==> config.mk <==
export PLATFORM = sky130hd
export DESIGN_NAME = muldiv_unit
export DESIGN_NICKNAME = d
export VERILOG_FILES = /design/src/rtl/muldiv_pkg.sv /design/src/rtl/muldiv_unit_cond_neg.sv /design/src/rtl/muldiv_unit.sv
export SDC_FILE = /design/constraint.sdc
export NUM_CORES = 1
export LEC_CHECK = 0
export CAP_MARGIN = 0
export CORE_AREA = 8 8 248 250
export CTS_BUF_LIST = sky130_fd_sc_hd__clkbuf_8
export DETAILED_ROUTE_END_ITERATION = 16
export DIE_AREA = 0 0 256 258
export HOLD_SLACK_MARGIN = 0.1
export SKIP_CTS_REPAIR_TIMING = 1
export SKIP_LAST_GASP = 1
export SYNTH_ARGS = -nofsm -noshare
export SYNTH_HDL_FRONTEND = slang
export SYNTH_HIERARCHICAL = 1
export SYNTH_SLANG_ARGS = --single-unit
==> constraint.sdc <==
create_clock -name clk -period 4.1 [get_ports clk]
set_input_delay 0.41 -clock clk [delete_from_list [all_inputs] [get_ports clk]]
set_output_delay 0.41 -clock clk [all_outputs]
set_load 0.02 [all_outputs]
==> src/rtl/muldiv_pkg.sv <==
// Shared types and op-decode constants for the iterative HI/LO multiply/divide unit.
package muldiv_pkg;

    typedef enum logic [1:0] {
        OP_MULT  = 2'b00,
        OP_MULTU = 2'b01,
        OP_DIV   = 2'b10,
        OP_DIVU  = 2'b11
    } muldiv_op_e;

    typedef enum logic [1:0] {
        IDLE,
        RUN,
        FIX
    } muldiv_state_e;

    // op[1] equal to this selects a multiply; op[0] equal to the other selects signed
    localparam logic OP_MULT_BIT   = 1'b0;
    localparam logic OP_SIGNED_BIT = 1'b0;

endpackage

==> src/rtl/muldiv_unit_cond_neg.sv <==
// Conditional two's-complement negate, used for operand magnitudes and result signs.
module cond_neg #(
    parameter int W = 32
) (
    input  logic         neg,
    input  logic [W-1:0] a,
    output logic [W-1:0] y
);

    assign y = neg ? (~a + W'(1)) : a;

endmodule

==> src/rtl/muldiv_unit.sv <==
// Iterative MULT/MULTU/DIV/DIVU unit owning HI/LO; one radix-2 step per cycle.
// Optional MULDIV_EARLY_TERM_EN: multiplies stop once remaining multiplier bits are zero.
module muldiv_unit
    import muldiv_pkg::*;
#(
    parameter int WIDTH = 32
) (
    input  logic             clk,
    input  logic             reset,
    input  logic             start,
    input  logic [1:0]       op,
    input  logic [WIDTH-1:0] srca,
    input  logic [WIDTH-1:0] srcb,
    input  logic             cancel,
    input  logic             hi_we,
    input  logic             lo_we,
    input  logic [WIDTH-1:0] wdata,
    output logic             busy,
    output logic             done,
    output logic [WIDTH-1:0] hi,
    output logic [WIDTH-1:0] lo
);

    localparam int CNT_W = $clog2(WIDTH + 1);

    muldiv_state_e      state, state_nx;
    muldiv_op_e         op_q;
    logic [2*WIDTH-1:0] acc, acc_nx, mcand;
    logic [WIDTH-1:0]   mplier;
    logic [CNT_W-1:0]   cnt;
    logic               neg_q, neg_r;
    logic               is_div, last, sgn_in;
    logic [WIDTH-1:0]   mag_a, mag_b, quot, rem;
    logic [2*WIDTH-1:0] prod;
    logic [WIDTH:0]     top, diff;

    assign sgn_in = (op[0] == OP_SIGNED_BIT);
    assign is_div = (op_q[1] != OP_MULT_BIT);

    cond_neg #(.W(WIDTH)) u_mag_a (
        .neg (sgn_in & srca[WIDTH-1]),
        .a   (srca),
        .y   (mag_a)
    );

    cond_neg #(.W(WIDTH)) u_mag_b (
        .neg (sgn_in & srcb[WIDTH-1]),
        .a   (srcb),
        .y   (mag_b)
    );

    cond_neg #(.W(2*WIDTH)) u_fix_p (
        .neg (neg_q),
        .a   (acc),
        .y   (prod)
    );

    cond_neg #(.W(WIDTH)) u_fix_q (
        .neg (neg_q),
        .a   (acc[WIDTH-1:0]),
        .y   (quot)
    );

    cond_neg #(.W(WIDTH)) u_fix_r (
        .neg (neg_r),
        .a   (acc[2*WIDTH-1:WIDTH]),
        .y   (rem)
    );

    // Divide: acc = {partial remainder, dividend/quotient shift register}
    always_comb begin
        top    = {acc[2*WIDTH-1:WIDTH], acc[WIDTH-1]};
        diff   = top - {1'b0, mcand[WIDTH-1:0]};
        acc_nx = acc;
        if (is_div) begin
            if (!diff[WIDTH])
                acc_nx = {diff[WIDTH-1:0], acc[WIDTH-2:0], 1'b1};
            else
                acc_nx = {top[WIDTH-1:0], acc[WIDTH-2:0], 1'b0};
        end else if (mplier[0]) begin
            acc_nx = acc + mcand;
        end
    end

    always_comb begin
        last = (cnt == CNT_W'(WIDTH - 1));
`ifdef MULDIV_EARLY_TERM_EN
        if (!is_div && mplier[WIDTH-1:1] == '0)
            last = 1'b1;
`endif
    end

    always_comb begin
        state_nx = state;
        unique case (state)
            IDLE:    if (start && !cancel) state_nx = RUN;
            RUN: begin
                if (cancel)    state_nx = IDLE;
                else if (last) state_nx = FIX;
            end
            FIX:     state_nx = IDLE;
            default: state_nx = IDLE;
        endcase
    end

    always_ff @(posedge clk or negedge reset) begin
        if (!reset) begin
            state <= IDLE;
            busy  <= 1'b0;
            done  <= 1'b0;
        end else begin
            state <= state_nx;
            busy  <= (state_nx != IDLE);
            done  <= (state == FIX) && !cancel;
        end
    end

    always_ff @(posedge clk or negedge reset) begin
        if (!reset) begin
            op_q   <= OP_MULT;
            acc    <= '0;
            mcand  <= '0;
            mplier <= '0;
            cnt    <= '0;
            neg_q  <= 1'b0;
            neg_r  <= 1'b0;
        end else begin
            case (state)
                IDLE: begin
                    if (start && !cancel) begin
                        op_q   <= muldiv_op_e'(op);
                        cnt    <= '0;
                        neg_q  <= sgn_in & (srca[WIDTH-1] ^ srcb[WIDTH-1]);
                        neg_r  <= sgn_in & srca[WIDTH-1];
                        mplier <= mag_b;
                        if (op[1] == OP_MULT_BIT) begin
                            acc   <= '0;
                            mcand <= {{WIDTH{1'b0}}, mag_a};
                        end else begin
                            acc   <= {{WIDTH{1'b0}}, mag_a};
                            mcand <= {{WIDTH{1'b0}}, mag_b};
                        end
                    end
                end
                RUN: begin
                    cnt <= cnt + 1'b1;
                    acc <= acc_nx;
                    if (!is_div) begin
                        mcand  <= mcand << 1;
                        mplier <= mplier >> 1;
                    end
                end
                default: ;
            endcase
        end
    end

    // A FIX result overrides any mt write accepted earlier
    always_ff @(posedge clk or negedge reset) begin
        if (!reset) begin
            hi <= '0;
            lo <= '0;
        end else if (state == FIX && !cancel) begin
            if (is_div) begin
                hi <= rem;
                lo <= quot;
            end else begin
                {hi, lo} <= prod;
            end
        end else if (!busy) begin
            if (hi_we) hi <= wdata;
            if (lo_we) lo <= wdata;
        end
    end

endmodule

# == After elaboration in Yosys (flattened, before gate mapping) ==
# Cells that the tools add are included.
# op_classes
addsub,8
n_eq_ne,7
n_mux,32
bitwise_logic,10
reduce_logical,14
# op_table
operator,n
32-bit two-way mux,16
64-bit two-way mux,7
64-bit one-hot mux with 2 select lines,2
32-bit by 1-bit adder with 32-bit output (second input constant),4
32-bit inverter,4
64-bit by 1-bit adder with 64-bit output (second input constant),1
64-bit adder,1
64-bit inverter,1
32-bit one-hot mux with 2 select lines,1
33-bit by 32-bit subtractor with 33-bit output,1
6-bit one-hot mux with 2 select lines,1
2-bit AND reduction,4
2-bit nonzero test,4
6-bit by 1-bit adder with 6-bit output (second input constant),1
6-bit by 5-bit == test with 1-bit output (second input constant),1
2-bit two-way mux,3
6-bit two-way mux,1
3-bit AND reduction,2
2-bit inequality test (second input constant),2
2-bit one-hot mux with 2 select lines,1
1-bit AND,3
3-bit inequality test (second input constant),1
2-bit by 1-bit == test with 1-bit output (second input constant),1
2-bit == test (second input constant),1
other kinds (6),7
# totals
regBits,238
out_inout_bits,66
word_cells,83

# == Longest topological paths before layout ==
# depth
depth_word,6
depth_mapped,16
depth_no_buf,14

# == Cells and area by module ==
# The synthesis kept the hierarchy.
# by_module_without_submodules
module,instances,cells_each,area_per_inst_um2,seq_area_each_um2
muldiv_unit,1,2149,17449.2,5930.7
cond_neg (u_fix_q ...),4,99,777.0,0.0
cond_neg (u_fix_p),1,206,1649.1,0.0

# == Least setup slack after synthesis ==
# Ideal clock, no wire load.
# synth_path
kind,reg-to-reg
startpoint,register acc[0]
endpoint,register acc[60]
setup_time_ns,0.132
t_arrival_ns,3.183
required_ns,3.968
setup_slack_ns,0.785
path_stages_with_launch,14
path_buffers,0
path_cell_list,dfrtp_1 > ha_1 > fa_1 > a211oi_2 > o21ai_2 > o2111ai_2 > o21ba_2 > a31o_4 > o41ai_4 > o31ai_2 > o221ai_2 > a311oi_1 > xor2_1 > o21ai_1
# synth_via
elab_chain_cells,4
# synth_rtl
element,line_no,rtl
"start, declared",muldiv_unit.sv:28,"logic [2*WIDTH-1:0] acc, acc_nx, mcand;"
"start signal, assigned",muldiv_unit.sv:140,"acc <= {{WIDTH{1'b0}}, mag_a};"
"start signal, assigned",muldiv_unit.sv:147,acc <= acc_nx;
64-bit adder,muldiv_unit.sv:81,acc_nx = acc + mcand;
64-bit two-way mux,muldiv_unit.sv:80,end else if (mplier[0]) begin
64-bit two-way mux,muldiv_unit.sv:75,if (is_div) begin
64-bit one-hot mux with 2 select lines,muldiv_unit.sv:128,case (state)
# Every way passes these cells. The select of a mux whose other input is x is not followed.
# A chain may end at the register's enable or synchronous reset.

# == Worst setup path after layout ==
# layout_path
startpoint,register mcand[0]
endpoint,register acc[54]
# layout_via
elab_chain_cells,4
elab_cells_between_ends,6
classes_between,add/sub (2); mux (4)
# layout_rtl
element,line_no,rtl
"start, declared",muldiv_unit.sv:28,
"start signal, assigned",muldiv_unit.sv:138,"mcand <= {{WIDTH{1'b0}}, mag_a};"
"start signal, assigned",muldiv_unit.sv:141,"mcand <= {{WIDTH{1'b0}}, mag_b};"
"start signal, assigned",muldiv_unit.sv:149,mcand <= mcand << 1;
64-bit adder or 33-bit by 32-bit subtractor with 33-bit output (tied branches),"muldiv_unit.sv:81, muldiv_unit.sv:73",
"64-bit two-way mux, on equally long branches","muldiv_unit.sv:80, muldiv_unit.sv:76",
64-bit two-way mux (*),muldiv_unit.sv:75,
64-bit one-hot mux with 2 select lines (*),muldiv_unit.sv:128,
# Mark *: on every way between the ends. The rest lies on a longest branch, timed or not. The select of a mux whose other input is x is not followed.

==> summary.txt <==
Setup path
  • WP data required: 4.62 ns
  • Max incr delay on CP: roughly 0.45 ns
  • CP endpoint kind: flip-flop
  • Worst-path fanout max: 4
  • Reg2reg end: acc[54]
  • Cell breakdown of the critical path: ha_1, fa_1, a211oi_2, o21ai_2, o2111ai_2, a2111oi_0, buf_4, o21ai_1, o211ai_1, a21o_1, a31oi_1, xor2_1, mux2i_1, a22o_1
  • Worst reg2reg startpoint: mcand[0]
  • CP Class: reg -> reg
  • Crit path from: mcand[0]
  • WP data arrival: 4.37 ns
  • R2r worst-path depth: 14
  • CP max-delay cell: fa_1
  • R2r setup slk: 0.25 ns
  • Startpoint types: flip-flop

Clocking
  • CTS Buffer Depth: 3
  • TritonCTS clock tree: yes
  • Clock-pin slew on the worst setup and hold paths: 0.06 ns
  • Clk_lat worst skew: 0.66 ns
  • Root Buffer: clkbuf_8
  • CTS buffer count: 48
  • # H-tree levels: 2
  • CTS Sinks: 237

Final layout
  • Multi-input logic area: around 15,000 um^2
  • Fraction of layout cells with a size suffix above 1: 9.71%
  • Syn-to-layout area delta: 16.8%
  • Fin util: between 40% and 50%
  • Filler cell count: 5,676
  • Reg area: around 5900 um^2
  • Nets@finish: roughly 3,100

Synth
  • Avg Cell Area, Syn: 8.07 um^2
  • Post-synthesis sequential area ratio: 26.7%
  • Post-synth EDFFs: 0
  • Dominant synthesized flop cell: dfrtp_1
  • Top cell type's share of synthesized area: a little over a quarter
  • Async SR Flop Fraction: 100%
  • Synth cell types: 97
  • Post-synth top area cell: dfrtp_1
  • Syn_nets: ~3,000
  • Syn Inst Count: 2,751
  • Largest cells by area after synthesis: dfrtp_1, xnor2_1, nand2_1, ha_1, o21ai_0
  • Yosys warns: 6
  • Post-Syn Area: 22,200 um^2
  • Synthesized flop and latch total: 237

Place
  • Final GP Congestion: 0.916
  • DPL Wire Length: 61,400 um
  • PortBufs: 169
  • Placement Setup Slack: ~0.34 ns

Routing
  • Antenna viol nets, final: 0
  • Wire per inst: about 22 um
  • 1st-iter DRT viols: 1,724
  • Post-route DRC: 0
  • Drt pass-1 iters: 6
  • Total number of vias: between 20,000 and 25,000
  • Post-Route WL: 80,000 um
  • Vias/cell: 5.92

Global route
  • Grt met1 use: 30.8%
  • Grt ovf: 0
  • Antenna violations before repair: 1
  • First-pass GRT wire length: 125,000 um
  • Pin count of the biggest net entering global routing: 170
  • GR Util All Layers: a little under a quarter
  • Grt met2 use: 37.9%
  • GR met3 Demand/Resource: 3.94%
  • GRT busiest layer: met2
  • Vias in the first global route: 21,478

Run status
  • Status: completed

Floorplan
  • I/O pins: 170
  • Starting density of the core: between 30% and 40%
  • Rows: 88
  • Die Width: roughly 260 um
  • Die Y: 258 um
  • Core Area: 57,400 um^2
  • Die area: 66,000 um^2

Worst hold path
  • Hold/Removal Path Class: in -> async

Run
  • MaxCap Viol Count: 0

Timing
  • Clock skew: 0.0444 ns
  • RSZ-0062 raised after global routing: no
  • Final setup violation count: 0
  • Max Freq: 0.260 GHz
  • Hold Vio Cnt, Final: 0
  • Worst slew pin tran: 1.23 ns
  • Setup TNS: 0 ns
  • Crit path time final: 3.85 ns
  • Slew Limit Fails: 0
  • Period utilization: 94.0%
  • Rel. slew slack: 17.9%
  • Setup WS post-layout: 0.248 ns

Power and ir drop
  • PD cells: 694 nW/um^2
  • Pleak: 10.7 nW
  • Max VDD drop: approximately 0.36 mV
-- critical path: cells and delay by family (launching register included) --
family | cells | cell delay, ns
compound gates | 9 | 2.10
xor+xnor | 1 | 0.24
fa+ha+maj | 2 | 0.69
buf+inv | 1 | 0.17
flops | 1 | 0.41
mux | 1 | 0.11
-- cell type report --
class	instances	area share (%)
Antenna cell	1	0.00965
Sequential cell	237	22.9
Timing Repair Buffer	258	9.30
Inverter	70	1.01
Tap cell	765	3.69
Clock buffer	58	3.08
Clock inverter	26	0.786
Multi-Input combinational cell	2267	59.2
-- flip-flops by register name, indices dropped and copies added, names as in the netlist --
register / count
mcand: 64
hi: 32
neg_q: 1
busy: 1
op_q: 1
cnt: 6
lo: 32
done: 1
state: 2
acc: 64
mplier: 32
neg_r: 1
-- how the worst max path moves through the flow --
stage | to | slack, ns | cells past startpoint
after floorplan | acc[60] | 0.78 | 13
after global placement | acc[58] | 0.43 | 14
after detailed placement | acc[59] | 0.34 | 14
after CTS | acc[59] | 0.30 | 14
after global routing | acc[54] | 0.13 | 14
final | acc[54] | 0.25 | 14
-- per-layer routing --
metal | share of wire [%] | up-vias
li1 | - | 10350
met1 | 44 | 10549
met2 | 46 | 764
met3 | 6.1 | 147
met4 | 3.9 | 0
met5 | 0 | -
-- cells by family (layout without fill, tap and decap cells) --
group / count (synthesis) / in the layout / synth area share [%]
adder cells (fa/ha/maj): 103 / 103 / 5.87
other: 0 / 1 / 0
XOR/XNOR: 271 / 271 / 10.7
multiplexers: 78 / 78 / 3.53
AO/OA/AOI/OAI: 916 / 916 / 27.8
AND/OR/NAND/NOR: 899 / 899 / 21.0
flip-flops: 237 / 237 / 26.7
buffers and inverters: 247 / 412 / 4.37
-- Yosys cell counts, drive strengths merged (19+ instances only) --
master  number
o31ai       70
a21o        46
a21oi      189
a211oi      75
ha         101
or3         21
nor3        32
a31oi       95
mux2i       75
o21ai      244
nand2      377
nor4        35
nand2b      31
a22oi       19
nand3       54
inv         70
xnor2      232
nor2b       79
dfrtp      237
clkbuf     137
a22o        35
xor2        39
buf         40
nand4       40
o41ai       50
nor2       157
-- stage by stage --
step	cells	hold WS [ns]	power [mW]	instance area (um^2)
floorplan	2751	0.114	11.8	22200
global placement	3596	0.463	15.1	24900
detailed placement	3596	0.470	15.2	24900
CTS	3680	-0.141	17.9	25900
global route	3682	0.375	19.3	25900
finish	3682	0.353	18.0	25900
-- power by group --
part           switching (mW)  internal (mW)  leakage [nW]  total (mW)
combinational            6.94           4.62          7.04        11.6
clock                    1.18           1.47         0.565        2.65
sequential              0.846           2.94          3.05        3.79
-- cell usage in the layout, fill, tap and decap left out, types with 74 or more instances in the layout --
cell             Yosys  final
ha_1               101    101
a31oi_1             93     93
xnor2_1            232    232
o21ai_0            212    212
a21oi_1            189    189
dfrtp_1            237    235
buf_4                8     84
mux2i_1             75     75
nor2b_1             79     74
clkdlybuf4s50_1      0    167
nand2_1            377    376
inv_1               70     84
nor2_1             156    154
Note: power is estimated with default switching activity, not from simulation.
